File: src/rtl/dca_lsu_inst_arbiter_pkg.sv
// Shared types and helpers for the DCA matrix-LSU instruction arbiter.
package dca_lsu_inst_arbiter_pkg;

  typedef enum logic {
    StIdle   = 1'b0,
    StLocked = 1'b1
  } arb_state_e;

  function automatic int unsigned req_id_width(input int unsigned num_req);
    return (num_req > 1) ? $clog2(num_req) : 1;
  endfunction

endpackage

File: src/rtl/dca_id_fifo.sv
// In-order FIFO of small IDs; full/empty derive from the occupancy counter.
module dca_id_fifo #(
  parameter int unsigned Width = 1,
  parameter int unsigned Depth = 4,
  localparam int unsigned PtrW = $clog2(Depth),
  localparam int unsigned CntW = PtrW + 1
) (
  input  logic             clk,
  input  logic             rst,
  input  logic             clear,
  input  logic             push,
  input  logic             pop,
  input  logic [Width-1:0] wdata,
  output logic [Width-1:0] rdata,
  output logic             full,
  output logic             empty,
  output logic [CntW-1:0]  count
);

  logic [Width-1:0] r_mem [Depth];
  logic [PtrW-1:0]  r_wptr;
  logic [PtrW-1:0]  r_rptr;
  logic [CntW-1:0]  r_count;
  logic             w_push;
  logic             w_pop;

  assign full   = (r_count == CntW'(Depth));
  assign empty  = (r_count == '0);
  assign count  = r_count;
  assign rdata  = r_mem[r_rptr];
  assign w_push = push & ~full;
  assign w_pop  = pop & ~empty;

  always_ff @(posedge clk or posedge rst) begin
    if (rst) begin
      r_wptr  <= '0;
      r_rptr  <= '0;
      r_count <= '0;
    end else if (clear) begin
      r_wptr  <= '0;
      r_rptr  <= '0;
      r_count <= '0;
    end else begin
      if (w_push) r_wptr <= r_wptr + PtrW'(1);
      if (w_pop)  r_rptr <= r_rptr + PtrW'(1);
      if (w_push && !w_pop) begin
        r_count <= r_count + CntW'(1);
      end else if (!w_push && w_pop) begin
        r_count <= r_count - CntW'(1);
      end
    end
  end

  always_ff @(posedge clk) begin
    if (w_push) r_mem[r_wptr] <= wdata;
  end

endmodule

File: src/rtl/dca_lsu_inst_arbiter.sv
// Round-robin arbiter sharing one matrix-LSU instruction channel; a grant stays
// locked until the winner's last beat, and completions are routed back in order.
module dca_lsu_inst_arbiter
  import dca_lsu_inst_arbiter_pkg::*;
#(
  parameter int unsigned NUM_REQ         = 2,
  parameter int unsigned BW_INST         = 64,
  parameter int unsigned MAX_OUTSTANDING = 4,
  localparam int unsigned BW_REQ_ID      = req_id_width(NUM_REQ),
  localparam int unsigned BW_CNT         = $clog2(MAX_OUTSTANDING) + 1
) (
  input  logic                       clk,
  input  logic                       rst,
  input  logic                       clear,
  input  logic                       enable,
  input  logic [NUM_REQ-1:0]         req_valid,
  input  logic [NUM_REQ*BW_INST-1:0] req_inst,
  input  logic [NUM_REQ-1:0]         req_last,
  output logic [NUM_REQ-1:0]         req_ready,
  output logic                       lsu_valid,
  output logic [BW_INST-1:0]         lsu_inst,
  input  logic                       lsu_ready,
  input  logic                       lsu_done,
  output logic [NUM_REQ-1:0]         done_list,
  output logic [BW_CNT-1:0]          outstanding,
  output logic                       busy,
  output logic                       error
);

  arb_state_e           r_state;
  logic [BW_REQ_ID-1:0] r_owner;
  logic [BW_REQ_ID-1:0] r_rr_ptr;
  logic                 r_error;

  logic                 w_active;
  logic [NUM_REQ-1:0]   w_rot;
  logic                 w_any;
  logic [BW_REQ_ID-1:0] w_rr_winner;
  logic [BW_REQ_ID-1:0] w_winner;
  logic                 w_has;
  logic                 w_win_valid;
  logic [BW_REQ_ID-1:0] w_next_rr;
  logic                 w_accept;
  logic                 w_pop;
  logic                 w_full;
  logic                 w_empty;
  logic [BW_REQ_ID-1:0] w_head;

  // Handshakes are suppressed while reset/clear is asserted so outputs read idle at once.
  assign w_active = enable & ~clear & ~rst;

  // Rotate valids so bit 0 is the requester at rr_ptr, then take the lowest set bit.
  always_comb begin
    w_rot = '0;
    for (int k = 0; k < NUM_REQ; k++) begin
      w_rot[k] = req_valid[(int'(r_rr_ptr) + k) % NUM_REQ];
    end
  end

  always_comb begin
    w_any       = 1'b0;
    w_rr_winner = '0;
    for (int k = NUM_REQ - 1; k >= 0; k--) begin
      if (w_rot[k]) begin
        w_any       = 1'b1;
        w_rr_winner = BW_REQ_ID'((int'(r_rr_ptr) + k) % NUM_REQ);
      end
    end
  end

  always_comb begin
    if (r_state == StLocked) begin
      w_winner    = r_owner;
      w_has       = 1'b1;
      w_win_valid = req_valid[r_owner];
    end else begin
      w_winner    = w_rr_winner;
      w_has       = w_any;
      w_win_valid = w_any;
    end
  end

  assign w_next_rr = (w_winner == BW_REQ_ID'(NUM_REQ - 1)) ? '0 : w_winner + BW_REQ_ID'(1);

  assign lsu_valid = w_active & w_win_valid & ~w_full;
  assign lsu_inst  = lsu_valid ? req_inst[w_winner*BW_INST +: BW_INST] : '0;
  assign w_accept  = lsu_valid & lsu_ready;
  assign w_pop     = w_active & lsu_done & ~w_empty;

  always_comb begin
    req_ready = '0;
    if (w_active && w_has && lsu_ready && !w_full) req_ready[w_winner] = 1'b1;
  end

  always_comb begin
    done_list = '0;
    if (w_pop) done_list[w_head] = 1'b1;
  end

  always_ff @(posedge clk or posedge rst) begin
    if (rst) begin
      r_state  <= StIdle;
      r_owner  <= '0;
      r_rr_ptr <= '0;
      r_error  <= 1'b0;
    end else if (clear) begin
      r_state  <= StIdle;
      r_owner  <= '0;
      r_rr_ptr <= '0;
      r_error  <= 1'b0;
    end else if (enable) begin
      if (w_accept) begin
        if (req_last[w_winner]) begin
          r_state  <= StIdle;
          r_rr_ptr <= w_next_rr;
        end else begin
          r_state <= StLocked;
          r_owner <= w_winner;
        end
      end
      if (lsu_done && w_empty) r_error <= 1'b1;
    end
  end

  dca_id_fifo #(
    .Width (BW_REQ_ID),
    .Depth (MAX_OUTSTANDING)
  ) u_id_fifo (
    .clk   (clk),
    .rst   (rst),
    .clear (clear),
    .push  (w_accept),
    .pop   (w_pop),
    .wdata (w_winner),
    .rdata (w_head),
    .full  (w_full),
    .empty (w_empty),
    .count (outstanding)
  );

  assign busy  = (r_state == StLocked) | (outstanding != '0);
  assign error = r_error;

endmodule

File: config.mk
export PLATFORM = sky130hd
export DESIGN_NAME = dca_lsu_inst_arbiter
export DESIGN_NICKNAME = d
export VERILOG_FILES = /design/src/rtl/dca_lsu_inst_arbiter_pkg.sv /design/src/rtl/dca_id_fifo.sv /design/src/rtl/dca_lsu_inst_arbiter.sv
export SDC_FILE = /design/constraint.sdc
export NUM_CORES = 1
export LEC_CHECK = 0
export CORE_MARGIN = 2
export CORE_UTILIZATION = 28
export CTS_CLUSTER_DIAMETER = 30
export DETAILED_ROUTE_END_ITERATION = 10
export GPL_TIMING_DRIVEN = 0
export PLACE_DENSITY = 0.83
export SLEW_MARGIN = 20
export SYNTH_ARGS = -nofsm -noshare
export SYNTH_HDL_FRONTEND = slang
export SYNTH_SLANG_ARGS = --single-unit
File: constraint.sdc
create_clock -name clk -period 3.3 [get_ports clk]
set_clock_uncertainty 0.05 [all_clocks]
set_input_delay 0.33 -clock clk [delete_from_list [all_inputs] [get_ports clk]]
set_output_delay 0.33 -clock clk [all_outputs]
set_load 0.01 [all_outputs]
==> impl_metrics.ini <==
[clock_tree]
cts.sinks = 15
cts_root_buf = clkbuf_8
cts_tree = done
clock_latency_ns = 0.25
htreeDepth = 1
clock_path_buffers = 2
clk_pin_slew_ns = 0.06
cts_setup_buffers = 0
cts-buffers-inserted = 3

[synth]
syn_inst = 307
ys_ff_latch = 15
yosysUniqueCellTypes = 36
avgSynthCellArea_um2 = 5.94
ys_seq_area_frac = 0.217
syn_nets = 450
synth_edf_count = 4
synth_ff_type = dfrtp_1
synth_warnings = 0
async_flop_share = 0.733
synth_area_um2 = 1820

[layout]
fill_cells = 559
syn_to_final_growth_pct = 124
final_util = 0.648
fin_nets = 666
layout_common_cells = clkdlybuf4s50_1 (211), nand2_1 (131), a21oi_1 (69)
final_common_cell = clkdlybuf4s50_1
drive_gt1_frac = 0.0575
diodes = 0

[grt]
gr-total-overflow = 0
busiest_layer = met2
gr-usage-all-layers = 0.231
grtUsageMet1 = 0.290
grt_max_degree = 14
grt_pass1_wl_um = 13800
grt_pass1_vias = 2861
antenna_found_initial = 0
grtUsageMet2 = 0.412
use_met3 = 0.0442

[worst_setup_path]
crit_slowest_cell = clkdlybuf4s50_1
end_kind = output pin
crit_fanout = 10
worst-setup-path-type = in2out
slowest_delay_ns = 0.58
crit_buf_inv = 6
cp-start-kind = input pin
cpMostUsedCell = clkdlybuf4s50_1
crit_path_cell_trace = clkdlybuf4s50_1 > inv_1 > o31a_1 > inv_2 > clkbuf_4 > buf_2 > nand2_1 > a21oi_1 > clkdlybuf4s50_1
r2r_start = u_id_fifo.count[1]
cp_top_family = buffers and inverters
critPathRequiredTime_ns = 2.92
critPathArrivalTime_ns = 2.77
cp-startpoint = req_valid[1]
r2r_setup_slack_ns = 0.67

[run_status]
status = finished clean

[sta]
slew_violations = 0
worst_pin_slew_ns = 0.532
setup_violations = 0
hold_viol_final = 0
fin_crit_sh = 0.954
slew_headroom = 0.643
finalSetupTns_ns = 0
holdWs_ns = 0.369
min_period_ns = 3.15
fmax_ghz = 0.318
rsz0062_at_grt = no

[routing]
wl_per_cell_um = 14.7
ant_nets = 0
vias_per_cell = 4.83
vias = 2895
drtIter0Drc = 122
wl_um = 8780
dr.pass1.iters = 6
drc = 0

[placement]
dp_hpwl_um = 7310
place_congestion = 0.857
port_buffers = 211

[die]
initial_core_util = 0.289
core_um2 = 6310
die_x_um = 84.7
ioPinCount = 212
die_h_um = 84.7
rows = 29
die_area_um2 = 7170

[power]
p_per_area_nw_per_um2 = 171
p_clk_frac = 0.216
p_switching_mw = 0.201
seqPwrFrac = 0.283
p_comb_frac = 0.501
p_leak_nw = 1.63
sw_frac_of_total = 0.288
internal-power_mw = 0.497
peakVddDrop_v = 0.000166

[run]
maxCapViolCount = 0

[worst_hold_path]
hp-class = in2async
## cells in the mapped netlist, drive strengths merged (2+ instances only)
cell     number  area share
dfrtp        11        0.15
xnor2         2      0.0096
and2          5       0.017
nor2         11       0.023
a2111oi       2       0.011
edfxtp        4       0.066
nor3b         2      0.0082
inv          10       0.021
o21ai         5       0.014
nand2       131        0.27
nor3          8       0.027
buf          12       0.034
nor2b         2      0.0069
clkbuf       12       0.025
a21oi        69        0.19
ha            4       0.027
## power by group through the flow
stage               registers [mW]  logic (mW)  clock network, mW
floorplan                    0.201       0.112                  0
global placement             0.201       0.342                  0
detailed placement           0.201       0.347                  0
CTS                          0.197       0.350              0.153
global route                 0.198       0.382              0.162
finish                       0.197       0.349              0.150
## final cells by class
type,count,area (um2),area share
Clock inverter,1,5.00,0.00122
Clock buffer,3,41.3,0.0101
Timing Repair Buffer,211,2110,0.517
Multi-Input combinational cell,258,1280,0.314
Tap cell,77,96.3,0.0236
Sequential cell,15,395,0.0967
Buffer,24,119,0.0291
Inverter,10,37.5,0.00918
## through the flow
stage	cell area, um2	setup slack [ns]	cells	power [mW]
6_report	4090	0.153	599	0.697
5_1_grt	4090	0.0288	599	0.742
4_1_cts	4080	0.0453	599	0.700
3_5_place_dp	4030	0.0461	595	0.549
3_3_place_gp	4030	0.0998	595	0.543
2_1_floorplan	1820	0.802	307	0.313
## state kept, by name, summed over array words and instances, names as in the netlist
signal	flops
u_id_fifo.r_mem	4
u_id_fifo.count	3
u_id_fifo.r_rptr	2
u_id_fifo.r_wptr	2
error	1
r_owner	1
r_rr_ptr	1
r_state	1
## path summary, 6_finish.rpt
| check | end | depth (start not counted) |
|---|---|---|
| min in group clk | error | 2 |
| hold reg to reg | error | 2 |
| max in group asynchronous | u_id_fifo.count[2] | 2 |
| hold / removal | error | 2 |
| setup reg to reg | u_id_fifo.count[2] | 7 |
| setup / recovery | lsu_inst[43] | 9 |
## cells by family (layout without fill, tap and decap cells)
| group | after synthesis | after routing | share of synthesized area |
|---|---|---|---|
| simple gates | 167 | 167 | 0.394 |
| compound gates | 81 | 81 | 0.239 |
| buf+inv | 34 | 249 | 0.0796 |
| flops | 15 | 15 | 0.217 |
| fa+ha+maj | 5 | 5 | 0.0384 |
| xor+xnor | 3 | 3 | 0.0144 |
| mux | 2 | 2 | 0.0178 |
## metal layers
metal  share of wire  vias up  routed length, um
met1            0.41     1296               3570
met3           0.078       12                681
met2            0.50      147               4390
met4           0.016        0                138
li1                -     1440                  -
met5               0        -                  0
## timing repair
item,CTS,global route
setup endpoints to repair,0,40
hold endpoints to repair,0,0
resized for setup,0,15
hold buffers,0,0
No activity file was read; power rests on OpenSTA's default activity.
